**config.mk**
```make
export PLATFORM = sky130hd
export DESIGN_NAME = msg_sched_1030
export DESIGN_NICKNAME = d
export VERILOG_FILES = /design/src/rtl/msg_1030_pkg.sv /design/src/rtl/sched_fifo.sv /design/src/rtl/msg_sched_1030.sv
export SDC_FILE = /design/constraint.sdc
export NUM_CORES = 1
export LEC_CHECK = 0
export BUFFER_PORTS_ARGS = -buffer_cell sky130_fd_sc_hd__buf_2
export CAP_MARGIN = 20
export CORE_MARGIN = 1
export CORE_UTILIZATION = 50
export CTS_BUF_LIST = sky130_fd_sc_hd__clkbuf_4
export CTS_CLUSTER_SIZE = 14
export DETAILED_ROUTE_END_ITERATION = 8
export GPL_TIMING_DRIVEN = 1
export PLACE_DENSITY_LB_ADDON = 0.08
export SETUP_SLACK_MARGIN = 0.05
export SYNTH_ARGS = -nofsm -noshare
export SYNTH_HDL_FRONTEND = slang
export SYNTH_SLANG_ARGS = --single-unit
```
**constraint.sdc**
```tcl
create_clock -name clk -period 5 [get_ports clk]
set_input_delay 0.75 -clock clk [delete_from_list [all_inputs] [get_ports clk]]
set_output_delay 0.75 -clock clk [all_outputs]
set_load 0.1 [all_outputs]
```
**src/rtl/msg_1030_pkg.sv**
```systemverilog
// Shared field widths, FSM encoding and a saturating-increment helper for the
// 1030 message scheduler.
package msg_1030_pkg;

  localparam int AC_MSG_W   = 24;
  localparam int AC_CLK_W   = 26;
  localparam int AC_UTC_W   = 6;
  localparam int AC_DRIFT_W = 13;
  localparam int AC_W       = AC_MSG_W + AC_CLK_W + AC_UTC_W + AC_DRIFT_W;

  localparam int PPS_W      = 32;
  localparam int DVAL_W     = 16;
  localparam int DRIFT_W    = PPS_W + DVAL_W;

  localparam int DROP_W     = 16;

  typedef enum logic [1:0] {
    ST_IDLE  = 2'd0,
    ST_ISSUE = 2'd1,
    ST_GAP   = 2'd2
  } state_e;

  function automatic logic [DROP_W-1:0] sat_inc(input logic [DROP_W-1:0] v);
    return (&v) ? v : v + 1'b1;
  endfunction

endpackage

```
**src/rtl/sched_fifo.sv**
```systemverilog
// Circular FIFO with count-based full/empty; a push into a full FIFO is
// accepted only when a pop happens in the same cycle.
module sched_fifo #(
  parameter int WIDTH = 8,
  parameter int DEPTH = 4
) (
  input  logic             clk,
  input  logic             rst_n,
  input  logic             push_i,
  input  logic [WIDTH-1:0] data_i,
  input  logic             pop_i,
  output logic [WIDTH-1:0] data_o,
  output logic             full_o,
  output logic             empty_o
);

  localparam int PW = $clog2(DEPTH);

  logic [WIDTH-1:0] mem_q [DEPTH];
  logic [PW-1:0]    wr_q, rd_q;
  logic [PW:0]      cnt_q;
  logic             do_push, do_pop;

  assign full_o  = (cnt_q == (PW+1)'(DEPTH));
  assign empty_o = (cnt_q == '0);
  assign do_pop  = pop_i && !empty_o;
  assign do_push = push_i && (!full_o || do_pop);
  assign data_o  = mem_q[rd_q];

  always_ff @(posedge clk or negedge rst_n) begin
    if (!rst_n) begin
      wr_q  <= '0;
      rd_q  <= '0;
      cnt_q <= '0;
    end else begin
      if (do_push) wr_q <= wr_q + 1'b1;
      if (do_pop)  rd_q <= rd_q + 1'b1;
      if (do_push && !do_pop)      cnt_q <= cnt_q + 1'b1;
      else if (do_pop && !do_push) cnt_q <= cnt_q - 1'b1;
    end
  end

  // NOTE: storage is deliberately not reset; the pointers alone define which
  // entries are valid, so the array can map onto plain RAM/flops without reset.
  always_ff @(posedge clk) begin
    if (do_push) mem_q[wr_q] <= data_i;
  end

endmodule

```
**src/rtl/msg_sched_1030.sv**
```systemverilog
// Serialises 1030 Mode A/C events and PPS drift reports onto one packager port.
// Optional issue statistics and counter clear: define MSG_SCHED_1030_STATS_EN.
module msg_sched_1030
  import msg_1030_pkg::*;
#(
  parameter int AC_DEPTH     = 4,
  parameter int DRIFT_DEPTH  = 2,
  parameter int GAP_CYCLES   = 2,
  parameter int AC_BURST_MAX = 4
) (
  input  logic                         clk,
  input  logic                         rst_n,
  input  logic                         ac_valid,
  input  logic [AC_MSG_W-1:0]          ac_message,
  input  logic [AC_CLK_W-1:0]          ac_clk_ts,
  input  logic [AC_UTC_W-1:0]          ac_utc_ts,
  input  logic signed [AC_DRIFT_W-1:0] ac_drift,
  input  logic                         drift_valid,
  input  logic [PPS_W-1:0]             drift_pps_count,
  input  logic signed [DVAL_W-1:0]     drift_value,
  input  logic                         out_ready,
  output logic                         out_valid_ac,
  output logic [AC_MSG_W-1:0]          out_ac_message,
  output logic [AC_CLK_W-1:0]          out_ac_clk_ts,
  output logic [AC_UTC_W-1:0]          out_ac_utc_ts,
  output logic signed [AC_DRIFT_W-1:0] out_ac_drift,
  output logic                         out_valid_drift,
  output logic [PPS_W-1:0]             out_pps_count,
  output logic signed [DVAL_W-1:0]     out_drift_value,
  output logic [DROP_W-1:0]            ac_drop_cnt,
  output logic [DROP_W-1:0]            drift_drop_cnt
`ifdef MSG_SCHED_1030_STATS_EN
  ,
  input  logic                         clr_stats,
  output logic [31:0]                  ac_issue_cnt,
  output logic [31:0]                  drift_issue_cnt
`endif
);

  localparam int BW = $clog2(AC_BURST_MAX + 1);
  localparam logic [BW-1:0] BURST_LIM = BW'(AC_BURST_MAX);
  localparam logic [3:0]    GAP_LAST  = 4'(GAP_CYCLES - 1);

  state_e            state_q, state_d;
  logic [AC_W-1:0]   ac_head, stage_q;
  logic [DRIFT_W-1:0] dr_head;
  logic              ac_full, ac_empty, dr_full, dr_empty;
  logic              ac_pop, dr_pop, pick_drift, sel_drift_q, clr;
  logic [BW-1:0]     burst_q;
  logic [3:0]        gap_q;

  sched_fifo #(.WIDTH(AC_W), .DEPTH(AC_DEPTH)) u_ac_fifo (
    .clk    (clk),
    .rst_n  (rst_n),
    .push_i (ac_valid),
    .data_i ({ac_message, ac_clk_ts, ac_utc_ts, ac_drift}),
    .pop_i  (ac_pop),
    .data_o (ac_head),
    .full_o (ac_full),
    .empty_o(ac_empty)
  );

  sched_fifo #(.WIDTH(DRIFT_W), .DEPTH(DRIFT_DEPTH)) u_drift_fifo (
    .clk    (clk),
    .rst_n  (rst_n),
    .push_i (drift_valid),
    .data_i ({drift_pps_count, drift_value}),
    .pop_i  (dr_pop),
    .data_o (dr_head),
    .full_o (dr_full),
    .empty_o(dr_empty)
  );

  assign pick_drift = !dr_empty && (ac_empty || burst_q >= BURST_LIM);

  // NOTE: every combinational output gets a default before the case so no
  // path leaves it unassigned, which would otherwise infer a latch.
  always_comb begin
    state_d = state_q;
    ac_pop  = 1'b0;
    dr_pop  = 1'b0;
    case (state_q)
      ST_IDLE: begin
        if (out_ready && !(ac_empty && dr_empty)) begin
          state_d = ST_ISSUE;
          if (pick_drift) dr_pop = 1'b1;
          else            ac_pop = 1'b1;
        end
      end
      ST_ISSUE: state_d = (GAP_CYCLES > 0) ? ST_GAP : ST_IDLE;
      ST_GAP:   if (gap_q == GAP_LAST) state_d = ST_IDLE;
      default:  state_d = ST_IDLE;
    endcase
  end

  // The popped head is staged for one cycle so the strobe and its fields
  // appear together two edges after the event was sampled.
  always_ff @(posedge clk or negedge rst_n) begin
    if (!rst_n) begin
      state_q         <= ST_IDLE;
      stage_q         <= '0;
      sel_drift_q     <= 1'b0;
      burst_q         <= '0;
      gap_q           <= '0;
      out_valid_ac    <= 1'b0;
      out_valid_drift <= 1'b0;
      out_ac_message  <= '0;
      out_ac_clk_ts   <= '0;
      out_ac_utc_ts   <= '0;
      out_ac_drift    <= '0;
      out_pps_count   <= '0;
      out_drift_value <= '0;
    end else begin
      state_q         <= state_d;
      out_valid_ac    <= 1'b0;
      out_valid_drift <= 1'b0;
      if (ac_pop) begin
        stage_q     <= ac_head;
        sel_drift_q <= 1'b0;
        if (!dr_empty && burst_q != BURST_LIM) burst_q <= burst_q + 1'b1;
      end
      if (dr_pop) begin
        stage_q     <= AC_W'(dr_head);
        sel_drift_q <= 1'b1;
        burst_q     <= '0;
      end
      if (state_q == ST_ISSUE) begin
        if (sel_drift_q) begin
          out_valid_drift                  <= 1'b1;
          {out_pps_count, out_drift_value} <= stage_q[DRIFT_W-1:0];
        end else begin
          out_valid_ac <= 1'b1;
          {out_ac_message, out_ac_clk_ts, out_ac_utc_ts, out_ac_drift} <= stage_q;
        end
      end
      if (state_q == ST_GAP) gap_q <= (gap_q == GAP_LAST) ? 4'd0 : gap_q + 1'b1;
    end
  end

`ifdef MSG_SCHED_1030_STATS_EN
  assign clr = clr_stats;

  always_ff @(posedge clk or negedge rst_n) begin
    if (!rst_n) begin
      ac_issue_cnt    <= '0;
      drift_issue_cnt <= '0;
    end else if (clr) begin
      ac_issue_cnt    <= '0;
      drift_issue_cnt <= '0;
    end else begin
      if (out_valid_ac)    ac_issue_cnt    <= ac_issue_cnt + 1'b1;
      if (out_valid_drift) drift_issue_cnt <= drift_issue_cnt + 1'b1;
    end
  end
`else
  assign clr = 1'b0;
`endif

  // A strobe into a full queue is lost unless that queue pops this cycle.
  always_ff @(posedge clk or negedge rst_n) begin
    if (!rst_n) begin
      ac_drop_cnt    <= '0;
      drift_drop_cnt <= '0;
    end else if (clr) begin
      ac_drop_cnt    <= '0;
      drift_drop_cnt <= '0;
    end else begin
      if (ac_valid && ac_full && !ac_pop)    ac_drop_cnt    <= sat_inc(ac_drop_cnt);
      if (drift_valid && dr_full && !dr_pop) drift_drop_cnt <= sat_inc(drift_drop_cnt);
    end
  end

endmodule

```
# --- Word level (Yosys, flattened, before mapping) ---
# Memories as Yosys holds them, arrays and structs flattened.
# Index checks and enable logic that the tools add are counted.
totals:
  mem_count: 2
  mem_bits_rw: 372
  out_inout_bits: 151
  in_bits: 122
  register_bits: 241
classes:
  n_reduce_logical: 45
  addsub: 12
  n_bitwise: 3
  order_cmp: 1
  n_mux: 29
  n_eq_ne: 8
mem_list:
  columns: ["name", "words", "width", "rd", "rd_clocked_by_memory_dff", "write_ports", "line", "rtl"]
  rows:
  - ["u_ac_fifo.mem_q", 4, 69, 1, 0, 1, "sched_fifo.sv:19", "logic [WIDTH-1:0] mem_q [DEPTH];"]
  - ["u_drift_fifo.mem_q", 2, 48, 1, 0, 1, "sched_fifo.sv:19", null]
op_table:
  columns: ["operator", "n"]
  rows:
  - ["$mux W69", 2]
  - ["$add A16 B1 Y16 const B", 2]
  - ["$reduce_and A16 Y1", 2]
  - ["$logic_and A1 B1 Y1", 16]
  - ["$mux W1", 16]
  - ["$mux W3", 5]
  - ["$reduce_and A2 Y1", 6]
  - ["$logic_not A1 Y1", 11]
  - ["$mux W2", 4]
  - ["$reduce_bool A2 Y1", 4]
  - ["$add A2 B1 Y2 const B", 3]
  - ["$add A3 B1 Y3 const B", 2]
  - ["$pmux W2 S3", 1]
  - ["$add A4 B1 Y4 const B", 1]
  - ["$eq A2 B2 Y1 const B", 2]
  - ["$eq A4 B1 Y1 const B", 1]
  - ["$logic_not A2 Y1", 2]
  - ["$mux W4", 1]
  - ["$ne A2 B2 Y1 const B", 2]
  - ["$eq A3 B3 Y1 const B", 1]
  - ["$ge A3 B3 Y1 const B", 1]
  - ["$logic_not A3 Y1", 1]
  - ["$logic_or A1 B1 Y1", 3]
  - ["$ne A3 B3 Y1 const B", 1]
  - ["other kinds (5)", 8]

# --- Logic depth before layout (Yosys ltp) ---
# Gate-level depths: netlist (run 1).
depth:
  ltp_word: 13
  mapped_depth: 12
  ltp_nobuf: 10

# --- By module ---
# A second synthesis (run 1) with hierarchy kept.
hier_totals:
  hier_cells: 1323
  area_unflattened_um2: 23353.6
modules_own_cells:
  columns: ["module", "seq_area_each_um2", "n_inst", "area_each_um2", "cells_each"]
  rows:
  - ["sched_fifo (u_ac_fifo)", 8463.1, 1, 10455.0, 396]
  - ["msg_sched_1030", 5755.5, 1, 9178.8, 758]
  - ["sched_fifo (u_drift_fifo)", 2982.9, 1, 3719.8, 169]

# --- Worst setup path before layout (run 1) ---
# OpenSTA, ideal clock, no wires.
synth_path:
  path_type: "input port to flip-flop"
  start: "in out_ready"
  end: "mem u_drift_fifo.mem_q[0][0] (netlist name) (enable)"
  setup_time_ns: 0.454
  n_path_buf: 0
  arrival_ns: 3.598
  stages: 4
  slack_ns: 0.949
  cell_sequence: "or3b_1 -> a22oi_2 -> nand2_1 -> nor2_1"
synth_between:
  elab_chain_cells: 8
synth_rtl:
  columns: ["item", "line", "rtl"]
  rows:
  - ["start, declared", "msg_sched_1030.sv:21", "input logic out_ready,"]
  - ["$logic_and A1 B1 Y1", "msg_sched_1030.sv:84", "if (out_ready && !(ac_empty && dr_empty)) begin"]
  - ["$mux W1", "msg_sched_1030.sv:84", null]
  - ["$mux W1", "msg_sched_1030.sv:82", "case (state_q)"]
  - ["$logic_and A1 B1 Y1", "sched_fifo.sv:26", "assign do_pop = pop_i && !empty_o;"]
  - ["$logic_or A1 B1 Y1", "sched_fifo.sv:27", "assign do_push = push_i && (!full_o || do_pop);"]
  - ["$logic_and A1 B1 Y1", "sched_fifo.sv:27", null]
  - ["$mux W1", "sched_fifo.sv:46", "if (do_push) mem_q[wr_q] <= data_i;"]
  - ["$mux W1 (not written as such)", "sched_fifo.sv:46", null]
  - ["end, declared", "sched_fifo.sv:19", null]
# Every way passes these cells.

# --- Worst setup path in the final report (run 1) ---
layout_path:
  start: "reg state_q[0]"
  end: "mem u_ac_fifo.mem_q[0][19] (netlist name) (enable)"
layout_between:
  elab_chain_cells: 7
layout_rtl:
  columns: ["item", "line", "rtl"]
  rows:
  - ["start, declared", "msg_sched_1030.sv:44", "state_e state_q, state_d;"]
  - ["start signal, assigned", "msg_sched_1030.sv:114", "state_q <= state_d;"]
  - ["$logic_not A2 Y1", "msg_sched_1030.sv:82", null]
  - ["$mux W1", "msg_sched_1030.sv:82", null]
  - ["$logic_and A1 B1 Y1", "sched_fifo.sv:26", null]
  - ["$logic_or A1 B1 Y1", "sched_fifo.sv:27", null]
  - ["$logic_and A1 B1 Y1", "sched_fifo.sv:27", null]
  - ["net u_ac_fifo.do_push", "sched_fifo.sv:22", "logic do_push, do_pop;"]
  - ["$mux W1", "sched_fifo.sv:46", null]
  - ["$mux W1 (not written as such)", "sched_fifo.sv:46", null]
  - ["end, declared", "sched_fifo.sv:19", null]
# The timed path passes the listed nets, and every way through them passes these cells.

==> results of run 1 <==
area by class of cell:
cell class                      instances  share of cell area
Antenna cell                            8           0.0007003
Clock buffer                          261             0.06855
Clock inverter                         31            0.008054
Inverter                               16            0.002101
Multi-Input combinational cell        652              0.1943
Sequential cell                       613              0.6022
Tap cell                              600             0.02626
Timing Repair Buffer                  414             0.09787
layer usage:
metal	global-route usage	wire length, um	vias to the layer above
li1	-	-	6229
met1	0.3055	23060	6906
met2	0.3608	25440	363
met3	0.05744	2520	84
met4	0.09085	997	4
met5	0	31	-
synth_stat cells (15+ instances only):
cell	n
edfxtp_1	372
dfrtp_1	241
nand2_1	181
mux2_2	73
mux4_2	69
nor2_1	63
clkbuf_1	33
xnor2_1	30
a221o_1	29
mux2i_1	29
buf_2	25
a22o_1	23
nor2b_1	21
a211oi_1	19
o31ai_1	19
inv_1	15
per-stage QoR:
stage	setup slack [ns]	hold WS, ns
2_1_floorplan	0.9486	0.4544
3_3_place_gp	1.597	0.4531
3_5_place_dp	1.554	0.4566
4_1_cts	1.916	0.08937
5_1_grt	1.733	0.1509
6_report	1.971	0.1891
power by group through the flow:
stage | logic (mW) | registers (mW) | clock network, mW
2_1_floorplan | 2.88 | 11.0 | 0
3_3_place_gp | 7.36 | 8.10 | 0
3_5_place_dp | 7.44 | 8.16 | 0
4_1_cts | 7.53 | 8.07 | 4.67
5_1_grt | 8.07 | 8.04 | 4.94
6_report | 7.67 | 7.88 | 4.53
worst max path at each step:
stage / start / endpoint / slack [ns] / depth (start not counted)
global route: state_q[0]$_DFFE_PN0P_ / u_ac_fifo.mem_q[0][18]$_DFFE_PP_ / 1.73 / 5
floorplan: out_ready / u_drift_fifo.mem_q[0][0]$_DFFE_PP_ / 0.95 / 4
detailed placement: out_ready / u_ac_fifo.mem_q[0][18]$_DFFE_PP_ / 1.55 / 6
finish: state_q[0]$_DFFE_PN0P_ / u_ac_fifo.mem_q[0][19]$_DFFE_PP_ / 1.97 / 5
global placement: out_ready / u_ac_fifo.mem_q[0][31]$_DFFE_PP_ / 1.60 / 6
CTS: u_drift_fifo.cnt_q[0]$_DFFE_PN0P_ / u_ac_fifo.mem_q[0][18]$_DFFE_PP_ / 1.92 / 5
flip-flops by register name (all words and copies together), names as in the netlist, 16 cells and up:
register	cells
ac_drop_cnt	16
drift_drop_cnt	16
out_ac_clk_ts	26
out_ac_message	24
out_drift_value	16
out_pps_count	32
stage_q	69
u_ac_fifo.mem_q	276
u_drift_fifo.mem_q	96
cell families (layout without fill, tap and decap cells):
logic type	Yosys count	count (layout)	share of synthesized area
AND/OR/NAND/NOR	321	321	0.06172
multiplexers	171	171	0.1156
flip-flops	613	613	0.7457
AO/OA/AOI/OAI	106	106	0.03938
adder cells (fa/ha/maj)	11	11	0.006292
XOR/XNOR	43	43	0.01633
buffers and inverters	81	722	0.01502
other	0	8	0
worst max-delay path: stages, from the launching register on:
cell	delay, ns
dfrtp_1	0.42
nor3b_2	0.36
nand2b_1	0.18
a31oi_1	0.61
and2_4	0.67
buf_4	0.41
what timing repair did:
| item | 4_1_cts | 5_1_grt |
|---|---|---|
| endpoints found under the setup margin | 0 | 0 |
| hold endpoints to repair | 484 | 0 |
| hold buffers | 118 | 0 |
==> run_results.csv, run 1 <==
group,metric,value,unit
finish,layoutNonFillerInstCount,2595,
logic_synthesis,synth_ff_type,"edfxtp_1",
worst_setup_path,cp.arrival,3.63,ns
global_routing,grt_pass1_vias,14057,
timing,finalSetupTns,0,ns
logic_synthesis,synthArstFlopShare,0.3931,
finish,multi_input_area,5554,um^2
worst_setup_path,required,5.60,ns
timing,finalHoldViolCount,0,
finish,mostFrequentLayoutCell,"edfxtp_1",
die,die_h,216.8,um
placed_design,placed_area,25120,um^2
cts,clkLatencyLatePin,0.96,ns
detailed_routing,routedWlPerCell,20.06,um
detailed_routing,antenna_left,0,
logic_synthesis,ys_seq_area_frac,0.7457,
finish,final_cell_mix,"edfxtp_1, buf_2, clkbuf_4, dfrtp_1, nand2_1",
power,vdd_drop_max,0.6948,mV
cts,cts_repair_resize_count,0,
logic_synthesis,ys_ff_latch,613,
timing,fin_crit_sh,0.6059,
logic_synthesis,synth-edff-count,372,
global_routing,grt_usage,0.2283,
logic_synthesis,synth_cell_types,51,
global_routing,antenna_found_initial,4,
timing,fmax,0.3301,GHz
finish,syn_to_final_growth,23.91,%
worst_setup_path,cp-start-kind,"flip-flop",
cts,cts_made_buffers,160,
detailed_routing,wl,52050,um
cts,clockBufferDepth,3,
logic_synthesis,synth_nets,1479,
worst_setup_path,worst-path-max-fanout,37,
min_path,min_from,"drift_valid",
worst_setup_path,r2r_end,"u_ac_fifo.mem_q[0][19]$_DFFE_PP_",
cts,postCtsSetupBuffers,0,
timing,rsz0062_at_grt,"false",
job,drv_cap,0,
min_path,min_to,"drift_drop_cnt[8]$_DFFE_PN0P_",
detailed_routing,dr.first_iter.drc_count,791,
finish,final_nets,1990,
power,power.leakage,11.87,nW
finish,utilization,0.6285,
logic_synthesis,synth_top_area_frac,0.4842,
placed_design,place_hpwl,31350,um
cts,path_clk_slew,0.06,ns
finish,fill_cells,3507,
detailed_routing,drt_first_pass_iters,5,
finish,regArea,17210,um^2
timing,setup_viol,0,
logic_synthesis,avgSynthCellArea,17.14,um^2
min_path,hold_class,"input pin to flip-flop",
detailed_routing,routed-via-count,13586,
logic_synthesis,synth_warnings,0,
timing,finalClockSkew,0.04239,ns
cts,cts_tree,"yes",
die,design.die.area,47000,um^2
global_routing,grt-ovfl-total,0,
worst_setup_path,crit_type,"flip-flop to flip-flop",
timing,slew_headroom,0.3298,
power,power_frac_comb,0.382,
cts,htree_levels,4,
worst_setup_path,crit_path_end_kind,"flip-flop",
logic_synthesis,synth_cells,1346,
worst_setup_path,ff2ff_setup_slack,1.97,ns
power,power.density,702.2,nW/um^2
die,rows,78,
placed_design,dp_cells,2174,
die,die_w,216.8,um
finish,drive_gt1_frac,0.3679,
outcome,outcome,"complete, no violations",
power,power,20.07,mW
detailed_routing,drc,0,
power,clkPwrFrac,0.225,
global_routing,grt_start_max_net_pins,118,
min_path,whs_path_depth,5,
logic_synthesis,yosys-top-cells-area,"edfxtp_1, dfrtp_1, mux4_2",
worst_setup_path,reg2regPathDepth,5,
worst_setup_path,reg2reg_from,"state_q[0]$_DFFE_PN0P_",
power,power_frac_seq,0.392,
timing,drv_slew,0,
timing,worst_pin_slew,1.005,ns
die,ios,273,
timing,fin_crit,3.029,ns
placed_design,gp_congestion,0.7800,
power,p_sw,8.473,mW
logic_synthesis,synth.cell_area,23070,um^2
detailed_routing,vias_per_cell,5.235,
power,switching_share,0.4221,
logic_synthesis,yosysTopAreaCell,"edfxtp_1",
cts,cts_root_buffer,"clkbuf_4",
die,initial_core_util,0.5072,
placed_design,port_buffers,272,
cts,clock_sinks,613,
global_routing,grt_pass1_wl,80170,um
die,core,45480,um^2
finish,stdcell_area,28580,um^2
power,internal_power,11.60,mW
Note: power is estimated with default switching activity, not from simulation.
==> run 2: changes to the inputs <==
==> constraint.sdc (replaced) <==
create_clock -name clk -period 2.75 [get_ports clk]
set_input_delay 0.4125 -clock clk [delete_from_list [all_inputs] [get_ports clk]]
set_output_delay 0.4125 -clock clk [all_outputs]
set_load 0.1 [all_outputs]
==> run_results.csv, run 2 (same netlist as run 1, synthesis figures left out) <==
group,metric,value,unit
placed_design,post-place-ws,0.3169,ns
worst_setup_path,path_cells,"o21a_1 > nand2b_1 > a31oi_1 > ha_1 > inv_1 > fa_1 > xor2_1 > nor2_1 > xor2_1",
power,p_sw,15.48,mW
global_routing,grt_pass1_wl,82120,um
cts,cts_root_buffer,"clkbuf_4",
worst_setup_path,crit_type,"flip-flop to flip-flop",
global_routing,grt_pass1_vias,14521,
min_path,hold_class,"input pin to asynchronous set/reset pin",
worst_setup_path,crit_start,"u_drift_fifo.cnt_q[0]$_DFFE_PN0P_",
power,internal_power,20.75,mW
worst_setup_path,reg2reg_from,"u_drift_fifo.cnt_q[0]$_DFFE_PN0P_",
detailed_routing,dr_wl_met2,26100,um
worst_setup_path,r2r_end,"u_ac_fifo.cnt_q[2]$_DFFE_PN0P_",
global_routing,grt-ovfl-total,0,
detailed_routing,dr.first_iter.drc_count,875,
timing,fmax,0.4105,GHz
detailed_routing,drt_first_pass_iters,4,
power,power_frac_comb,0.396,
finish,mostFrequentLayoutCell,"edfxtp_1",
worst_setup_path,reg2regPathDepth,9,
power,power.density,1259,nW/um^2
cts,postCtsSetupBuffers,0,
worst_setup_path,cp.arrival,3.32,ns
placed_design,gp_congestion,0.7633,
worst_setup_path,cp-start-kind,"flip-flop",
detailed_routing,routed-via-count,13606,
finish,reg_top3,"u_ac_fifo.mem_q (276), u_drift_fifo.mem_q (96), stage_q (69)",
die,die_h,216.8,um
cts,clock_sinks,613,
cts,cts_tree,"yes",
worst_setup_path,crit_end,"u_ac_fifo.cnt_q[2]$_DFFE_PN0P_",
timing,fin_crit_sh,0.8857,
die,design.die.area,47000,um^2
cts,cts_repair_resize_count,0,
cts,ctsHoldBuffers,121,
job,drv_cap,0,
worst_setup_path,max_stage_delay,0.49,ns
detailed_routing,antenna_left,0,
timing,worst_pin_slew,0.7635,ns
cts,clkLatencyLatePin,0.97,ns
power,power_frac_seq,0.394,
placed_design,place_hpwl,32340,um
finish,largest_register_ffs,276,
cts,htree_levels,4,
die,core,45480,um^2
detailed_routing,wl_met1,22990,um
finish,drive_gt1_frac,0.3629,
die,ios,273,
timing,finalHoldViolCount,0,
worst_setup_path,path_buf_inv,1,
power,power.leakage,11.93,nW
cts,path_clk_slew,0.07,ns
detailed_routing,wl_met3,2719,um
timing,rsz0062_at_grt,"false",
timing,setup_slack,0.3142,ns
detailed_routing,vias_per_cell,5.225,
timing,finalSetupTns,0,ns
placed_design,port_buffers,272,
detailed_routing,routedWlPerCell,20.35,um
worst_setup_path,crit_family,"adder cells",
worst_setup_path,crit_path_end_kind,"flip-flop",
worst_setup_path,required,3.64,ns
detailed_routing,maxUsedRoutingLayer,"met5",
global_routing,antenna_found_initial,4,
power,switching_share,0.4272,
finish,final_cell_mix,"edfxtp_1, buf_2, clkbuf_4, dfrtp_1, nand2_1",
timing,whs,0.1155,ns
timing,setup_viol,0,
worst_setup_path,ff2ff_setup_slack,0.31,ns
finish,syn_to_final_growth,24.78,%
worst_setup_path,slowest_stage,"dfrtp_1",
timing,fin_crit,2.436,ns
worst_setup_path,worst-path-max-fanout,7,
timing,finalClockSkew,0.04479,ns
power,vdd_drop_max,1.032,mV
detailed_routing,drc,0,
cts,cts_made_buffers,160,
die,die_w,216.8,um
global_routing,grt_usage,0.2361,
worst_setup_path,crit_cells,9,
global_routing,grt_start_max_net_pins,91,
finish,final_nets,2004,
power,clkPwrFrac,0.210,
timing,drv_slew,0,
worst_setup_path,worst_path_most_repeated_cell,"xor2_1",
outcome,outcome,"complete, no violations",
detailed_routing,wl,53000,um
timing,slew_headroom,0.4910,
power,power,36.23,mW
cts,clockBufferDepth,3,
die,rows,78,
die,initial_core_util,0.5072,
finish,top_register,"u_ac_fifo.mem_q",
run 2: routing by layer:
layer | up-vias | global-route usage
li1 | 6246 | -
met1 | 6906 | 0.3080
met3 | 87 | 0.05688
met4 | 2 | 0.1002
met2 | 365 | 0.3812
met5 | - | 0
run 2: how the worst min path moves through the flow:
stage	start	endpoint	slack (ns)
3_3_place_gp	rst_n	ac_drop_cnt[11]$_DFFE_PN0P_	0.38
4_1_cts	rst_n	stage_q[52]$_DFFE_PN0P_	0.03
3_5_place_dp	rst_n	ac_drop_cnt[11]$_DFFE_PN0P_	0.38
5_1_grt	rst_n	stage_q[4]$_DFFE_PN0P_	0.08
6_report	rst_n	stage_q[4]$_DFFE_PN0P_	0.12
2_1_floorplan	rst_n	ac_drop_cnt[0]$_DFFE_PN0P_	0.12
run 2: cell type report:
| cell class | instances | area, um^2 |
|---|---|---|
| sequential | 613 | 17210 |
| fill | 3508 | 16690 |
| multi-input combinational | 652 | 5558 |
| timing repair buffer | 428 | 3176 |
| clock buffer | 246 | 1847 |
| tap | 600 | 750.7 |
| clock inverter | 43 | 165.2 |
| inverter | 16 | 60.06 |
| antenna | 6 | 15.01 |
run 2: power by group through the flow:
stage          sequential (mW)  clock [mW]  combinational, mW
6_report                  14.3        7.61               14.4
4_1_cts                   14.3        7.87               14.5
3_5_place_dp              14.4           0               14.4
2_1_floorplan             19.9           0               5.24
3_3_place_gp              14.4           0               14.2
5_1_grt                   14.6        8.33               15.1
run 2: worst min-delay path: stages:
cell	delay, ns
dlygate4sd3_1	0.56
buf_8	0.22
buf_12	0.25
run 2: through the flow:
| stage | cell area [um^2] | utilization | cells |
|---|---|---|---|
| final | 28780 | 0.6329 | 2604 |
| after global routing | 28780 | 0.6327 | 2601 |
| after CTS | 28770 | 0.6326 | 2598 |
| after detailed placement | 25530 | 0.5613 | 2188 |
| after global placement | 25530 | 0.5613 | 2188 |
| after floorplan | 23080 | - | 1346 |
==> run 3: changes to the inputs <==
--- a/config.mk
+++ b/config.mk
@@ -5,12 +5,13 @@
 export SDC_FILE = /design/constraint.sdc
 export NUM_CORES = 1
 export LEC_CHECK = 0
+export ABC_AREA = 1
 export BUFFER_PORTS_ARGS = -buffer_cell sky130_fd_sc_hd__buf_2
 export CAP_MARGIN = 20
 export CORE_MARGIN = 1
 export CORE_UTILIZATION = 50
 export CTS_BUF_LIST = sky130_fd_sc_hd__clkbuf_4
-export CTS_CLUSTER_SIZE = 14
+export CTS_CLUSTER_SIZE = 10
 export DETAILED_ROUTE_END_ITERATION = 8
 export GPL_TIMING_DRIVEN = 1
 export PLACE_DENSITY_LB_ADDON = 0.08
==> run_results.csv, run 3 <==
group,metric,value,unit
detailed_routing,drt_first_pass_iters,5,
timing,slew_headroom,0.5659,
finish,final_cell_mix,"nand2_1, edfxtp_1, buf_2, dfrtp_1, clkbuf_4",
worst_setup_path,path_buf_inv,1,
logic_synthesis,synth-edff-count,372,
cts,cts_made_buffers,156,
cts,clockBufferDepth,3,
cts,cts_tree,"yes",
logic_synthesis,synthArstFlopShare,0.3931,
worst_setup_path,r2r_end,"u_ac_fifo.cnt_q[2]$_DFFE_PN0P_",
detailed_routing,wl,62440,um
placed_design,port_buffers,272,
finish,fill_cells,4004,
worst_setup_path,ff2ff_setup_slack,0.62,ns
timing,drv_slew,0,
finish,syn_to_final_growth,22.10,%
timing,rsz0062_at_grt,"false",
die,rows,80,
global_routing,grt_pass1_vias,17428,
logic_synthesis,synth_top_area_frac,0.4554,
global_routing,grt-ovfl-total,0,
worst_setup_path,crit_path_end_kind,"output pin",
worst_setup_path,slowest_stage,"dfrtp_1",
global_routing,grt_usage,0.2571,
global_routing,antenna_found_initial,8,
die,initial_core_util,0.5105,
logic_synthesis,synth_warnings,0,
die,core,48050,um^2
logic_synthesis,synth.cell_area,24530,um^2
die,die_w,223.5,um
timing,whs,0.1298,ns
min_path,hold_class,"input pin to flip-flop",
cts,cts_root_buffer,"clkbuf_4",
placed_design,place_hpwl,38180,um
logic_synthesis,synth_cell_types,31,
power,power.density,1213,nW/um^2
worst_setup_path,max_stage_delay,0.49,ns
cts,clkLatencyLatePin,1.02,ns
worst_setup_path,required,2.34,ns
cts,htree_levels,4,
finish,regArea,17210,um^2
finish,largest_register_ffs,276,
detailed_routing,routedWlPerCell,18.07,um
detailed_routing,vias_per_cell,5.181,
power,power.leakage,13.15,nW
detailed_routing,drc,0,
timing,fin_crit_sh,0.8652,
power,vdd_drop_max,1.076,mV
die,die_h,223.5,um
detailed_routing,routed-via-count,17907,
worst_setup_path,path_cells,"buf_2",
finish,multi_input_area,6187,um^2
worst_setup_path,reg2reg_from,"u_ac_fifo.cnt_q[0]$_DFFE_PN0P_",
outcome,outcome,"complete, no violations",
min_path,min_from,"drift_pps_count[13]",
worst_setup_path,crit_type,"flip-flop to output pin",
logic_synthesis,avgSynthCellArea,11.02,um^2
logic_synthesis,yosysTopAreaCell,"edfxtp_1",
logic_synthesis,synth_cells,2226,
finish,drive_gt1_frac,0.2152,
cts,cts_repair_resize_count,0,
logic_synthesis,synth_ff_type,"edfxtp_1",
logic_synthesis,synth_nets,2359,
timing,setup_viol,0,
detailed_routing,dr.first_iter.drc_count,1381,
timing,finalClockSkew,0.04650,ns
cts,path_clk_slew,0.07,ns
finish,mostFrequentLayoutCell,"nand2_1",
timing,setup_slack,0.3706,ns
cts,clock_sinks,613,
global_routing,grt_start_max_net_pins,96,
die,design.die.area,49950,um^2
placed_design,post-place-ws,0.5437,ns
worst_setup_path,cp-start-kind,"flip-flop",
job,drv_cap,0,
logic_synthesis,ys_seq_area_frac,0.7013,
logic_synthesis,synth_common_cells,"nand2_1, edfxtp_1, dfrtp_1, o21ai_0, inv_1",
timing,fin_crit,2.379,ns
finish,top_register,"u_ac_fifo.mem_q",
placed_design,gp_congestion,0.8301,
finish,final_nets,2837,
finish,reg_top3,"u_ac_fifo.mem_q (276), u_drift_fifo.mem_q (96), stage_q (69)",
global_routing,grt_pass1_wl,97590,um
timing,finalHoldViolCount,0,
min_path,min_to,"u_drift_fifo.mem_q[1][29]$_DFFE_PP_",
logic_synthesis,yosysMostFrequentCell,"nand2_1",
worst_setup_path,worst-path-max-fanout,7,
timing,fmax,0.4203,GHz
logic_synthesis,ys_ff_latch,613,
timing,worst_pin_slew,0.6512,ns
min_path,whs_path_depth,2,
worst_setup_path,cp.arrival,1.97,ns
logic_synthesis,yosys-top-cells-area,"edfxtp_1, dfrtp_1, nand2_1",
worst_setup_path,reg2regPathDepth,10,
worst_setup_path,crit_family,"flip-flops",
detailed_routing,antenna_left,0,
die,ios,273,
-- run 3: where the power goes --
group	total [mW]	switching, mW	internal [mW]
combinational	14.9	11.9	3.05
sequential	13.6	1.17	12.5
clock	7.78	3.68	4.10
total	36.3	16.7	19.6
-- run 3: worst max-delay path by stage --
stage | endpoint | start | slack, ns | cells past startpoint
floorplan | u_ac_fifo.mem_q[0][0]$_DFFE_PP_ | out_ready | -0.56 | 6
global placement | u_ac_fifo.cnt_q[2]$_DFFE_PN0P_ | out_ready | 0.51 | 13
detailed placement | u_ac_fifo.cnt_q[2]$_DFFE_PN0P_ | out_ready | 0.54 | 13
CTS | drift_drop_cnt[2] | drift_drop_cnt[2]$_DFFE_PN0P_ | 0.26 | 1
global route | drift_drop_cnt[2] | drift_drop_cnt[2]$_DFFE_PN0P_ | 0.22 | 1
finish | drift_drop_cnt[13] | drift_drop_cnt[13]$_DFFE_PN0P_ | 0.37 | 1
-- run 3: cells by family after synthesis --
family / after synthesis / share of synthesized area
xor+xnor: 29 / 0.01035
simple gates: 967 / 0.1653
fa+ha+maj: 11 / 0.005917
flops: 613 / 0.7013
compound gates: 334 / 0.06917
buf+inv: 272 / 0.04800
-- run 3: area by class of cell --
| cell class | instances | share of cell area |
|---|---|---|
| Multi-Input combinational cell | 1341 | 0.2066 |
| Timing Repair Buffer | 439 | 0.1053 |
| Clock buffer | 235 | 0.05890 |
| Clock inverter | 49 | 0.008522 |
| Inverter | 153 | 0.01947 |
| Tap cell | 615 | 0.02569 |
| Antenna cell | 11 | 0.0009191 |
| Sequential cell | 613 | 0.5746 |
-- run 3: timing repair --
action / 4_1_cts / 5_1_grt
endpoints found under the hold margin: 641 / 0
setup endpoints to repair: 0 / 0
hold buffers: 124 / 0
setup buffers: 0 / 0
-- run 3: metal layers --
layer,GRT usage,vias to the layer above,share of wire
met5,0,-,0.00035
met1,0.3600,8688,0.46
li1,-,8597,-
met2,0.3903,539,0.46
met3,0.06480,79,0.063
met4,0.09324,4,0.016
-- run 3: metrics by stage --
step | total power, mW | cell area (um^2) | utilization | TNS (ns) | instances
floorplan | 24.72 | 24550 | - | -153.46 | 2226
global placement | 28.31 | 26640 | 0.5546 | 0 | 3037
detailed placement | 28.57 | 26640 | 0.5546 | 0 | 3037
CTS | 36.60 | 29920 | 0.6228 | 0 | 3445
global route | 38.37 | 29940 | 0.6232 | 0 | 3453
finish | 36.32 | 29950 | 0.6234 | 0 | 3456
